--- src/rtl/instr_fetch.sv ---
// ----------------------------------------------------------------------------
// instr_fetch
// Fetch stage between the program counter and the decoder. Issues the current
// PC to instruction memory (req/gnt/rvalid), buffers returned words in a small
// FIFO and presents them, with their fetch address, to the decoder through a
// valid/ready handshake. Drives the PC advance strobe.
//
// Parameters:
//   FIFO_DEPTH  instruction buffer entries (power of two, >= 2)
//   NOP_INSTR   word emitted with a misaligned-fetch fault entry
//
// Ports:
//   clk          in   clock, rising edge
//   reset        in   asynchronous active-high reset
//   pc_in        in   current PC
//   flush        in   redirect this cycle; discards buffered/in-flight fetches
//   pc_enable    out  PC advance strobe (grant or redirect), combinational
//   imem_req     out  fetch request, combinational
//   imem_addr    out  word-aligned fetch address, combinational
//   imem_gnt     in   request accepted
//   imem_rvalid  in   response valid
//   imem_rdata   in   response word
//   instr_valid  out  buffer head valid (registered)
//   instr_out    out  head instruction (registered)
//   instr_pc     out  head fetch address (registered)
//   instr_fault  out  head is a misaligned-fetch fault (registered)
//   instr_ready  in   decoder accepts head
//
// Build option: define IF_MISALIGN_CHECK_EN to turn a misaligned pc_in into a
// fault entry plus a HALT stall; otherwise pc_in[1:0] is ignored and
// instr_fault is tied to 0.
// ----------------------------------------------------------------------------
module instr_fetch #(
   parameter int unsigned FIFO_DEPTH = 2,
   parameter logic [31:0] NOP_INSTR  = 32'h0000_0013
) (
   input  logic        clk,
   input  logic        reset,
   input  logic [31:0] pc_in,
   input  logic        flush,
   output logic        pc_enable,
   output logic        imem_req,
   output logic [31:0] imem_addr,
   input  logic        imem_gnt,
   input  logic        imem_rvalid,
   input  logic [31:0] imem_rdata,
   output logic        instr_valid,
   output logic [31:0] instr_out,
   output logic [31:0] instr_pc,
   output logic        instr_fault,
   input  logic        instr_ready
);

   localparam int unsigned PTR_W = (FIFO_DEPTH > 1) ? $clog2(FIFO_DEPTH) : 1;
   localparam int unsigned CNT_W = PTR_W + 1;
   localparam int unsigned SUM_W = CNT_W + 1;

   typedef enum logic [1:0] {
      IDLE = 2'd0,
      REQ  = 2'd1,
      WAIT = 2'd2
`ifdef IF_MISALIGN_CHECK_EN
      ,
      HALT = 2'd3
`endif
   } state_t;

   state_t             state;
   logic               outstanding;
   logic               drop;
   logic [31:0]        pend_pc;
   logic [PTR_W-1:0]   rd_ptr;
   logic [PTR_W-1:0]   wr_ptr;
   logic [CNT_W-1:0]   count;

   logic [31:0]        mem_instr [FIFO_DEPTH];
   logic [31:0]        mem_pc    [FIFO_DEPTH];
`ifdef IF_MISALIGN_CHECK_EN
   logic               mem_fault [FIFO_DEPTH];
   logic               push_fault;
   logic               fault_q;
`endif

   logic               misalign;
   logic               can_issue;
   logic               fetch;
   logic               fault_push;
   logic               grant;
   logic               resp;
   logic               push;
   logic               pop;
   logic [31:0]        push_instr;
   logic [31:0]        push_pc;
   logic [CNT_W-1:0]   cnt_after_pop;
   logic [CNT_W-1:0]   cnt_next;
   logic [PTR_W-1:0]   rd_next;
   logic               bypass;

   // Issue decision, memory request and FIFO next-state bookkeeping
   always_comb begin
      misalign = 1'b0;
`ifdef IF_MISALIGN_CHECK_EN
      misalign = (pc_in[1:0] != 2'b00);
`endif
      // count still includes an entry popped this cycle: conservative on purpose
      can_issue  = ((state == REQ) || ((state == WAIT) && imem_rvalid && !drop))
                   && !flush
                   && ((SUM_W'(count) + SUM_W'(outstanding)) < SUM_W'(FIFO_DEPTH));
      fetch      = can_issue && !misalign;
      // a misaligned PC is only turned into a fault from REQ, so it never
      // coincides with a response push
      fault_push = can_issue && misalign && (state == REQ);

      imem_req   = fetch;
      imem_addr  = fetch ? {pc_in[31:2], 2'b00} : 32'h0;
      grant      = fetch && imem_gnt;
      pc_enable  = grant || flush;

      resp       = (state == WAIT) && imem_rvalid;
      push       = !flush && ((resp && !drop) || fault_push);
      push_instr = fault_push ? NOP_INSTR : imem_rdata;
      push_pc    = fault_push ? pc_in : pend_pc;
`ifdef IF_MISALIGN_CHECK_EN
      push_fault = fault_push;
`endif
      pop        = instr_valid && instr_ready && !flush;

      cnt_after_pop = count - CNT_W'(pop);
      cnt_next      = flush ? '0 : (cnt_after_pop + CNT_W'(push));
      rd_next       = rd_ptr + PTR_W'(pop);
      // pushed word becomes the head directly when nothing else remains
      bypass        = push && (cnt_after_pop == '0);
   end

   // Buffer storage (no reset needed; validity tracked by count)
   always_ff @(posedge clk) begin
      if (push) begin
         mem_instr[wr_ptr] <= push_instr;
         mem_pc[wr_ptr]    <= push_pc;
`ifdef IF_MISALIGN_CHECK_EN
         mem_fault[wr_ptr] <= push_fault;
`endif
      end
   end

   // FSM, fetch tracking, FIFO pointers and registered head outputs
   always_ff @(posedge clk or posedge reset) begin
      if (reset) begin
         state       <= IDLE;
         outstanding <= 1'b0;
         drop        <= 1'b0;
         pend_pc     <= 32'h0;
         rd_ptr      <= '0;
         wr_ptr      <= '0;
         count       <= '0;
         instr_valid <= 1'b0;
         instr_out   <= 32'h0;
         instr_pc    <= 32'h0;
`ifdef IF_MISALIGN_CHECK_EN
         fault_q     <= 1'b0;
`endif
      end else begin
         count <= cnt_next;
         if (flush) begin
            rd_ptr <= '0;
            wr_ptr <= '0;
         end else begin
            rd_ptr <= rd_next;
            if (push) wr_ptr <= wr_ptr + PTR_W'(1);
         end

         // head registers hold their last values while the buffer is empty
         instr_valid <= (cnt_next != '0);
         if (cnt_next != '0) begin
            if (bypass) begin
               instr_out <= push_instr;
               instr_pc  <= push_pc;
`ifdef IF_MISALIGN_CHECK_EN
               fault_q   <= push_fault;
`endif
            end else begin
               instr_out <= mem_instr[rd_next];
               instr_pc  <= mem_pc[rd_next];
`ifdef IF_MISALIGN_CHECK_EN
               fault_q   <= mem_fault[rd_next];
`endif
            end
         end

         case (state)
            IDLE: state <= REQ;
            REQ: begin
               if (grant) begin
                  pend_pc     <= imem_addr;
                  outstanding <= 1'b1;
                  state       <= WAIT;
               end
`ifdef IF_MISALIGN_CHECK_EN
               else if (fault_push) begin
                  state <= HALT;
               end
`endif
            end
            WAIT: begin
               if (flush) begin
                  // response in the flush cycle retires the fetch; otherwise
                  // wait for it with the drop flag set
                  if (resp) begin
                     outstanding <= 1'b0;
                     drop        <= 1'b0;
                     state       <= REQ;
                  end else begin
                     drop <= 1'b1;
                  end
               end else if (resp) begin
                  drop <= 1'b0;
                  if (grant) begin
                     pend_pc <= imem_addr;
                  end else begin
                     outstanding <= 1'b0;
                     state       <= REQ;
                  end
               end
            end
`ifdef IF_MISALIGN_CHECK_EN
            HALT: begin
               if (flush) state <= REQ;
            end
`endif
            default: state <= IDLE;
         endcase
      end
   end

`ifdef IF_MISALIGN_CHECK_EN
   assign instr_fault = fault_q;
`else
   assign instr_fault = 1'b0;
`endif

endmodule
--- config.mk ---
export PLATFORM = sky130hd
export DESIGN_NAME = instr_fetch
export DESIGN_NICKNAME = d
export VERILOG_FILES = /design/src/rtl/instr_fetch.sv
export SDC_FILE = /design/constraint.sdc
export NUM_CORES = 1
export LEC_CHECK = 0
export CAP_MARGIN = 0
export CORE_MARGIN = 2
export CORE_UTILIZATION = 45
export CTS_BUF_LIST = sky130_fd_sc_hd__clkbuf_8
export CTS_CLUSTER_SIZE = 20
export DETAILED_ROUTE_END_ITERATION = 6
export PLACE_DENSITY = 0.69
export SYNTH_ARGS = -nofsm -noshare
export SYNTH_HDL_FRONTEND = slang
export SYNTH_SLANG_ARGS = --single-unit
--- constraint.sdc ---
create_clock -name clk -period 9.1 [get_ports clk]
set_clock_uncertainty 0.05 [all_clocks]
set_input_delay 2.73 -clock clk [delete_from_list [all_inputs] [get_ports clk]]
set_output_delay 2.73 -clock clk [all_outputs]
set_load 0.01 [all_outputs]
==> impl_metrics.ini <==
[run_status]
outcome = finished clean

[global_routing]
antenna_found_initial = 0
first_global_vias = 6782
grt_max_degree = 101
grt_pass1_wl_mm = 35.9
grt_remaining_overflow = 0
grt_usage = 0.187

[sta]
setup_viol = 0
post-route-min-period_ns = 8.00
fmax_ghz = 0.125
whs_ns = 0.424
rsz0062_at_grt = no
finalHoldViolCount = 0
post-route-period-util = 0.879
final_max_slew_viol_count = 0
relSlewSlack = 0.348
tns_ns = 0
worstMarginPinSlew_ns = 0.978

[floorplanning]
die_area_um2 = 24300
io_pins = 170
die_w_um = 156
start_util = 0.459
fp.dieH_um = 156
num_rows = 55
core_um2 = 22600

[clock_network]
cts.clk_slew.worst_paths_ns = 0.05
cts-root-buf = clkbuf_8
cts_setup_buffers = 0
clock_latency_ns = 0.52
clock_sinks = 225
ctsResizeCount = 0
clk_path_buf_depth = 3
cts.htree.levels = 2
cts_tree = done
cts_buffers = 40
hold_buffers = 0

[synth]
yosys_warnings = 0
syn_inst = 826
synthDistinctLibCells = 39
syn_avg_cell_area_um2 = 12.6
seq_area_frac_synth = 0.602
ys_ff_latch = 225
syn_area_um2 = 10400

[layout]
final_cells = 1295
layout_common_cells = clkdlybuf4s50_1, nand2_1, edfxtp_1
final_common_cell = clkdlybuf4s50_1
fillers = 1867
drive_above_1_share = 0.159
nets = 1050
syn2layout_area_growth_pct = 24.3
antenna_cells = 0
final_area_um2 = 12900

[critical_path]
cpMostUsedCell = clkdlybuf4s50_1
cp-end-kind = primary output
arrival_ns = 5.22
worstSetupPathType = primary input to primary output
start_kind = primary input
slowest_delay_ns = 0.68
reg2reg_slack_ns = 6.04
cp_max_fo = 23
slowest_stage = clkdlybuf4s50_1
crit_path_cell_trace = clkdlybuf4s50_1, a211oi_1, o21a_1, buf_4, and2_1, clkdlybuf4s50_1
worst_ep_required_time_ns = 6.32

[pwr]
ir_drop_uv = 129
p_leak_uw = 0.00488
power_density_nw_per_um2 = 256

[place]
dpl.cell_count = 1221
post_dp_cell_area_um2 = 12200
port_buffers = 162
dpl.hpwl_mm = 12.6
place_congestion = 0.723

[flow_run]
maxCapViolCount = 0

[drt]
routed_wl_mm = 22.7
ant_nets = 0
via_per_inst = 5.25
first_pass_iters = 4
vias = 6805
first_iter_violations = 314
wl_per_cell_um = 17.5
drc = 0

[hold_path]
hold_class = flop to flop
## sequential cells by signal, indices dropped and copies added (netlist names)
signal	cells
count	2
drop	1
instr_out	32
instr_pc	30
instr_valid	1
mem_instr	64
mem_pc	60
outstanding	1
pend_pc	30
rd_ptr	1
state	2
wr_ptr	1
## worst max-delay path: cells and delay by family
kind / cells / cell delay (ns)
buffers and inverters: 3 / 1.52
AO/OA/AOI/OAI: 2 / 0.77
AND/OR/NAND/NOR: 1 / 0.17
## power breakdown
group	internal, uW	switching [uW]
Combinational	529	407
Sequential	1340	155
Clock	469	399
Total	2340	961
## stage by stage
| stage | power, uW | util | worst slack [ns] |
|---|---|---|---|
| global placement | 2440 | 0.537 | 1.15 |
| floorplan | 1980 | - | 1.27 |
| global route | 3490 | 0.570 | 0.900 |
| CTS | 3350 | 0.570 | 1.05 |
| detailed placement | 2470 | 0.537 | 1.07 |
| finish | 3300 | 0.570 | 1.10 |
## cells by family (layout without fill, tap and decap cells)
| kind of cell | Yosys count | count (layout) | synth area share |
|---|---|---|---|
| other cells | 1 | 5 | 0.000361 |
| xor+xnor | 4 | 4 | 0.00554 |
| flops | 225 | 225 | 0.602 |
| fa+ha+maj | 2 | 2 | 0.00241 |
| buf+inv | 70 | 250 | 0.0348 |
| compound gates | 137 | 137 | 0.128 |
| simple gates | 295 | 295 | 0.135 |
| mux | 92 | 92 | 0.0923 |
## metal layers
layer | track usage | vias to the layer above | share of wire
li1 | - | 3257 | -
met5 | 0 | - | 0
met1 | 0.235 | 3347 | 0.43
met4 | 0.0568 | 0 | 0.018
met3 | 0.0411 | 42 | 0.055
met2 | 0.324 | 159 | 0.49
## Yosys cell counts, drive strengths merged
cell / n / share of area
or4b: 1 / 0.00096
o21bai: 2 / 0.0014
and4bb: 1 / 0.0016
a22oi: 1 / 0.00072
xor3: 1 / 0.0023
nor3: 1 / 0.00048
conb: 1 / 0.00036
dfrtp: 101 / 0.24
a22o: 1 / 0.00084
nand2b: 64 / 0.039
clkbuf: 28 / 0.010
o211ai: 2 / 0.0014
o21ai: 2 / 0.00096
o31ai: 62 / 0.074
xor2: 1 / 0.00084
edfxtp: 124 / 0.36
mux2: 30 / 0.033
a211oi: 63 / 0.046
inv: 4 / 0.0014
o21a: 2 / 0.0014
mux2i: 62 / 0.060
and2: 31 / 0.019
nor2: 65 / 0.023
and2b: 1 / 0.00072
ha: 2 / 0.0024
nand3b: 1 / 0.00072
and3b: 1 / 0.00084
xnor2: 2 / 0.0024
nor2b: 3 / 0.0018
a21oi: 2 / 0.00096
nand2: 125 / 0.045
nor4b: 1 / 0.0023
buf: 38 / 0.023
## worst paths after layout
check | start | to | cells past startpoint
setup / recovery | flush | imem_addr[29] | 6
setup reg to reg | instr_valid | instr_out[23] | 9
hold / removal | instr_pc[9] | instr_pc[9] | 2
min in group asynchronous | reset | instr_pc[28] | 2
hold reg to reg | instr_pc[9] | instr_pc[9] | 2
max in group asynchronous | reset | rd_ptr | 3
## area by class of cell
class,instances,area [um2],share of cell area
Tap cell,285,357,0.0276
Multi-Input combinational cell,535,3830,0.297
Inverter,4,17.5,0.00136
Timing Repair Buffer,172,1700,0.131
Sequential cell,225,6250,0.485
Clock inverter,27,109,0.00843
Clock buffer,47,647,0.0501
Power figures use the tool's default switching activity.
